==> src/rtl/gpio_pkg.sv <==
// Shared definitions for the memory-mapped GPIO peripheral.
// Contents: register word offsets (as an enum) and edge-detection mode constants.
// No ports; imported by the GPIO top level and its testbench.
package gpio_pkg;

   // Word offsets within the peripheral, taken from dataadr[3:2].
   typedef enum logic [1:0] {
      GPIO_OUT  = 2'd0,
      GPIO_IN   = 2'd1,
      GPIO_EDGE = 2'd2,
      GPIO_MASK = 2'd3
   } gpio_reg_e;

   // Which debounced transitions set the sticky EDGE flags.
   localparam int EDGE_RISE = 0;
   localparam int EDGE_FALL = 1;
   localparam int EDGE_BOTH = 2;

endpackage

==> src/rtl/gpio_mmio_dev_if.sv <==
// Data-bus interface between the address decoder / CPU and the GPIO peripheral.
// Signals: sel (chip select), we (write strobe), addr (word offset), wdata, rdata.
// master = bus driver (CPU side), slave = peripheral side; rdata is combinational.
interface gpio_mmio_dev_if;
   logic        sel;
   logic        we;
   logic [1:0]  addr;
   logic [31:0] wdata;
   logic [31:0] rdata;

   modport master (output sel, output we, output addr, output wdata, input rdata);
   modport slave  (input sel, input we, input addr, input wdata, output rdata);
endinterface

==> src/rtl/gpio_debounce.sv <==
// One input channel: two-flop synchroniser, stable-sample counter and debounced level.
// Ports: clk, reset (async, active-high), pin_i (asynchronous pin), deb_o (debounced level),
//        rise_o / fall_o (single-cycle pulses asserted in the cycle deb_o is about to change).
module gpio_debounce #(
   parameter int DEB_CYCLES = 16
) (
   input  logic clk,
   input  logic reset,
   input  logic pin_i,
   output logic deb_o,
   output logic rise_o,
   output logic fall_o
);

   localparam int CW = $clog2(DEB_CYCLES + 1);
   localparam logic [CW-1:0] CNT_LAST = CW'(DEB_CYCLES - 1);

   logic          s1_q, s2_q;
   logic          deb_q, deb_d;
   logic [CW-1:0] cnt_q, cnt_d;

   always_ff @(posedge clk or posedge reset) begin
      if (reset) begin
         s1_q  <= 1'b0;
         s2_q  <= 1'b0;
         deb_q <= 1'b0;
         cnt_q <= '0;
      end else begin
         s1_q  <= pin_i;
         s2_q  <= s1_q;
         deb_q <= deb_d;
         cnt_q <= cnt_d;
      end
   end

   // Any sample agreeing with the current level restarts the count, so a glitch
   // shorter than DEB_CYCLES samples can never move deb. The DEB_CYCLES-th
   // consecutive differing sample is accepted; the counter clears there, so it
   // never needs to wrap.
   always_comb begin
      cnt_d  = cnt_q;
      deb_d  = deb_q;
      rise_o = 1'b0;
      fall_o = 1'b0;
      if (s2_q == deb_q) begin
         cnt_d = '0;
      end else if (cnt_q == CNT_LAST) begin
         deb_d  = s2_q;
         cnt_d  = '0;
         rise_o = s2_q;
         fall_o = ~s2_q;
      end else begin
         cnt_d = cnt_q + CW'(1);
      end
   end

   assign deb_o = deb_q;

endmodule

==> src/rtl/gpio_mmio_dev.sv <==
// Memory-mapped GPIO: OUT register drives pins, debounced inputs, sticky edge flags, maskable IRQ.
// Ports: clk, reset (async, active-high), bus (slave: sel/we/addr/wdata in, rdata out),
//        pin_in[NIN] (async inputs), pin_out[NOUT] (= OUT register), irq (= |(EDGE & MASK)).
module gpio_mmio_dev
   import gpio_pkg::*;
#(
   parameter int NIN        = 4,
   parameter int NOUT       = 8,
   parameter int DEB_CYCLES = 16,
   parameter int EDGE_MODE  = EDGE_BOTH
) (
   input  logic              clk,
   input  logic              reset,
   gpio_mmio_dev_if.slave    bus,
   input  logic [NIN-1:0]    pin_in,
   output logic [NOUT-1:0]   pin_out,
   output logic              irq
);

   logic [NOUT-1:0] out_q, out_d;
   logic [NIN-1:0]  edge_q, edge_d;
   logic [NIN-1:0]  mask_q, mask_d;

   logic [NIN-1:0]  deb_lvl;
   logic [NIN-1:0]  rise;
   logic [NIN-1:0]  fall;
   logic [NIN-1:0]  edge_set;
   logic [NIN-1:0]  edge_clr;
   logic [31:0]     rdata_v;
   logic            wr;
   gpio_reg_e       reg_sel;

   // Upper wdata bits beyond NOUT/NIN are deliberately ignored.
   wire unused_wdata = ^bus.wdata;

   for (genvar i = 0; i < NIN; i++) begin : g_in
      gpio_debounce #(
         .DEB_CYCLES (DEB_CYCLES)
      ) u_deb (
         .clk    (clk),
         .reset  (reset),
         .pin_i  (pin_in[i]),
         .deb_o  (deb_lvl[i]),
         .rise_o (rise[i]),
         .fall_o (fall[i])
      );
   end

   assign wr      = bus.sel & bus.we;
   assign reg_sel = gpio_reg_e'(bus.addr);

   assign edge_set = ((EDGE_MODE != EDGE_FALL) ? rise : '0)
                   | ((EDGE_MODE != EDGE_RISE) ? fall : '0);
   assign edge_clr = (wr && reg_sel == GPIO_EDGE) ? bus.wdata[NIN-1:0] : '0;

   always_comb begin
      out_d  = out_q;
      mask_d = mask_q;
      if (wr && reg_sel == GPIO_OUT)  out_d  = bus.wdata[NOUT-1:0];
      if (wr && reg_sel == GPIO_MASK) mask_d = bus.wdata[NIN-1:0];
      // Set is applied after clear so a new edge wins over a simultaneous W1C.
      edge_d = (edge_q & ~edge_clr) | edge_set;
   end

   always_ff @(posedge clk or posedge reset) begin
      if (reset) begin
         out_q  <= '0;
         edge_q <= '0;
         mask_q <= '0;
      end else begin
         out_q  <= out_d;
         edge_q <= edge_d;
         mask_q <= mask_d;
      end
   end

   // Read data is decoded regardless of sel; the SoC read mux qualifies it.
   always_comb begin
      rdata_v = '0;
      case (reg_sel)
         GPIO_OUT:  rdata_v[NOUT-1:0] = out_q;
         GPIO_IN:   rdata_v[NIN-1:0]  = deb_lvl;
         GPIO_EDGE: rdata_v[NIN-1:0]  = edge_q;
         GPIO_MASK: rdata_v[NIN-1:0]  = mask_q;
      endcase
   end

   assign bus.rdata = rdata_v;
   assign pin_out   = out_q;
   assign irq       = |(edge_q & mask_q);

endmodule
==> src/flat_wrapper.sv <==
// flat-port wrapper written by rule: the top's interface ports become plain ports
module gpio_mmio_dev_flat import gpio_pkg::*;
#(
   parameter int NIN        = 4,
   parameter int NOUT       = 8,
   parameter int DEB_CYCLES = 16,
   parameter int EDGE_MODE  = EDGE_BOTH
)
  (clk, reset, pin_in, pin_out, irq, bus_sel, bus_we, bus_addr, bus_wdata, bus_rdata);
  gpio_mmio_dev_if bus_i ();
  input  logic clk;
  input  logic reset;
  input  logic [NIN-1:0] pin_in;
  output logic [NOUT-1:0] pin_out;
  output logic irq;
  input wire logic [$bits(bus_i.sel)-1:0] bus_sel;
  input wire logic [$bits(bus_i.we)-1:0] bus_we;
  input wire logic [$bits(bus_i.addr)-1:0] bus_addr;
  input wire logic [$bits(bus_i.wdata)-1:0] bus_wdata;
  output wire logic [$bits(bus_i.rdata)-1:0] bus_rdata;
  assign bus_i.sel = bus_sel;
  assign bus_i.we = bus_we;
  assign bus_i.addr = bus_addr;
  assign bus_i.wdata = bus_wdata;
  assign bus_rdata = bus_i.rdata;
  gpio_mmio_dev #(.NIN(NIN), .NOUT(NOUT), .DEB_CYCLES(DEB_CYCLES), .EDGE_MODE(EDGE_MODE)) u_core (.clk(clk), .reset(reset), .bus(bus_i), .pin_in(pin_in), .pin_out(pin_out), .irq(irq));
endmodule
==> config.mk <==
export PLATFORM = sky130hd
export DESIGN_NAME = gpio_mmio_dev_flat
export DESIGN_NICKNAME = d
export VERILOG_FILES = /design/src/rtl/gpio_pkg.sv /design/src/rtl/gpio_mmio_dev_if.sv /design/src/rtl/gpio_debounce.sv /design/src/rtl/gpio_mmio_dev.sv /design/src/flat_wrapper.sv
export SDC_FILE = /design/constraint.sdc
export NUM_CORES = 1
export LEC_CHECK = 0
export ABC_AREA = 1
export BUFFER_PORTS_ARGS = -buffer_cell sky130_fd_sc_hd__buf_2
export CAP_MARGIN = 40
export CORE_UTILIZATION = 45
export CTS_CLUSTER_SIZE = 16
export DETAILED_ROUTE_END_ITERATION = 16
export PLACE_DENSITY_LB_ADDON = 0.3
export SETUP_SLACK_MARGIN = 0.1
export SLEW_MARGIN = 20
export SYNTH_ARGS = -nofsm -noshare
export SYNTH_HDL_FRONTEND = slang
export SYNTH_SLANG_ARGS = --single-unit
==> constraint.sdc <==
create_clock -name clk -period 1.3 [get_ports clk]
set_input_delay 0.195 -clock clk [delete_from_list [all_inputs] [get_ports clk]]
set_output_delay 0.195 -clock clk [all_outputs]
set_load 0.02 [all_outputs]
==> results_dict.tcl <==
set metrics [dict create \
    fin_crit_ps 1282 \
    clk_latency_ps 300 \
    wl_um 4027 \
    grt_max_degree 49 \
    min_path_cells 3 \
    grt_pass1_vias 1690 \
    cts_made_buffers 5 \
    cpMaxStageDelayCell "dfrtp_1" \
    post-dp-hpwl_um 2928 \
    core_um2 4848 \
    filler_cell_count 438 \
    synthCells 282 \
    cts_root_buf "clkbuf_8" \
    worstSetupStartpointType "register" \
    multi_input_area_um2 909.6 \
    rsz0062_at_grt "yes" \
    hold_path_end "u_core.pin_out[7]" \
    synth-seq-cells 48 \
    r2r_end "u_core.edge_q[3]" \
    io_buffers 34 \
    vias_per_cell 4.612 \
    grt_overflow 0 \
    area_growth_pct 17.65 \
    dr.pass1.iters 4 \
    dieArea_um2 5492 \
    p_leak_nw 1.477 \
    yosysWarningCount 0 \
    die_y_um 74.11 \
    status "complete, no violations" \
    rr_startpoint "u_core.g_in[3].u_deb.cnt_q[0]" \
    p_int_mw 2.429 \
    num_rows 25 \
    p_comb_share_pct 18.6 \
    place.gp.congestion 0.8702 \
    htreeDepth 2 \
    syn_area_um2 2340 \
    grt_use_total_pct 16.83 \
    cts_tree "built" \
    peakVddDrop_v 0.0006444 \
    drv_slew 0 \
    syn_area_per_cell_um2 8.297 \
    setup_tns_ps 0 \
    min_from "bus_wdata[7]" \
    diodes 0 \
    hold_path.class "primary input to register" \
    vias 1854 \
    drive_gt1_share_pct 17.91 \
    cp.required_ps 1110 \
    instances_no_fill 402 \
    cts.sinks 48 \
    clockBufferDepth 2 \
    fin_crit_sh_pct 98.62 \
    cts.clk_slew.worst_paths_ps 80 \
    path_max_fanout 3 \
    antenna_found_initial 0 \
    reg2reg_setup_slack_ps 220 \
    hold_violations 0 \
    ys_types 15 \
    grt_pass1_wl_um 6934 \
    critPathMaxStageDelay_ps 410 \
    worstPathCellList "nand3_1 > nand4_1 > buf_4" \
    start_util_pct 48.26 \
    fmax_ghz 0.7800 \
    path_class "register to output port" \
    clkPwrFrac_pct 30.6 \
    fin_skew_ps 6.538 \
    max_cap_viol_count 0 \
    dp_cells 383 \
    total_power_mw 3.413 \
    wire_per_inst_um 10.02 \
    io_pins 83 \
    die_x_um 74.11 \
    power.density_nw_per_um2 1240 \
    r2r_cells 5 \
    arrival_ps 1090 \
    seqPwrFrac_pct 50.8 \
    p_sw_mw 0.9846 \
    nets 380 \
    final-setup-viol-count 0 \
    swShare_pct 28.85 \
    ys_seq_area_share_pct 51.34 \
    setup.worst_path.start "u_core.edge_q[0]" \
    detail-route-antenna-nets 0 \
    drtIter0Drc 80 \
    drc 0 \
    endpoint_kind "output port" \
    seqCellArea_um2 1201 \
]
[power groups by stage]
stage	logic, mW	registers [mW]	clock network, mW
after CTS	0.625	1.73	1.09
after detailed placement	0.598	1.76	0
after global placement	0.589	1.76	0
after floorplan	0.409	1.80	0
final	0.636	1.73	1.04
after global routing	0.718	1.75	1.13
[registers in the layout, summed over array words and instances, names as in the netlist]
signal,count
u_core.g_in.u_deb.cnt_q,20
u_core.pin_out,8
u_core.g_in.u_deb.s2_q,4
u_core.mask_q,4
u_core.g_in.u_deb.s1_q,4
u_core.g_in.u_deb.deb_o,4
u_core.edge_q,4
[metal layers]
metal | global-route usage (%) | up-vias | routed length (um)
met5 | 0 | - | 0
met1 | 19.96 | 848 | 1899
met3 | 4.607 | 9 | 204
met2 | 28.38 | 58 | 1827
met4 | 7.906 | 0 | 96
li1 | - | 939 | -
[stage by stage]
step	area [um^2]	hold WS, ps	util, %	worst slack [ps]
after floorplan	2430	224.7	-	299.1
after global placement	2536	274.1	52.31	136.2
after detailed placement	2536	273.6	52.31	126.2
after CTS	2736	115.1	56.44	16.45
after global routing	2753	139.2	56.77	-38.30
final	2753	125.4	56.77	17.94
[layout by cell type (no fill, tap or decap), drive strengths merged]
| master | count |
|---|---|
| clkbuf | 6 |
| bufinv | 1 |
| o21ai | 4 |
| clkinv | 1 |
| inv | 27 |
| dlygate4sd3 | 5 |
| nor2 | 37 |
| nand3 | 32 |
| ha | 4 |
| clkinvlp | 1 |
| nand2 | 83 |
| xnor2 | 4 |
| conb | 24 |
| buf | 45 |
| nand4 | 13 |
| dfrtp | 48 |
[synth_stat cells]
cell | instances | area (um^2)
buf_4 | 28 | 210.2
conb_1 | 1 | 3.750
nand2_2 | 2 | 12.51
dfrtp_1 | 48 | 1201
nand3_1 | 32 | 160.2
nand2_1 | 81 | 304.0
nand4_1 | 13 | 81.33
nor2_4 | 2 | 22.52
nor2_2 | 1 | 6.260
o21ai_0 | 4 | 20.02
xnor2_1 | 4 | 35.03
inv_1 | 26 | 97.59
nor2_1 | 34 | 127.6
ha_1 | 4 | 50.05
inv_2 | 2 | 7.510
[logic make-up after synthesis]
logic type / after synthesis / share of synthesized area [%]
simple gates: 165 / 30.53
compound gates: 4 / 0.8556
fa+ha+maj: 4 / 2.139
buf+inv: 56 / 13.48
flops: 48 / 51.34
other cells: 1 / 0.1603
xor+xnor: 4 / 1.497
[critical path: cells and delay by family (launching register included)]
family / cells / cell delay [ps]
and+or+nand+nor: 2 / 200
buffers and inverters: 1 / 180
DFF: 1 / 410
[layout make-up]
type | count | share of cell area [%]
inverter | 28 | 3.955
clock buffer | 6 | 2.636
sequential | 48 | 43.64
timing repair buffer | 50 | 12.41
tap | 67 | 3.045
clock inverter | 2 | 1.273
multi-input combinational | 201 | 33.05
[repair_timing]
item,CTS,global route
setup buffers,5,1
pin swaps,4,1
resized for setup,2,3
hold buffers,5,0
endpoints found under the setup margin,5,10
hold endpoints to repair,52,0
gates cloned,0,0
[how the worst max path moves through the flow]
| stage | to | slack (ps) |
|---|---|---|
| after floorplan | bus_rdata[4] | 300 |
| after global placement | bus_rdata[0] | 140 |
| after detailed placement | bus_rdata[4] | 130 |
| after CTS | bus_rdata[0] | 20 |
| after global routing | bus_rdata[0] | -40 |
| final | bus_rdata[0] | 20 |
No activity file was read; power rests on OpenSTA's default activity.
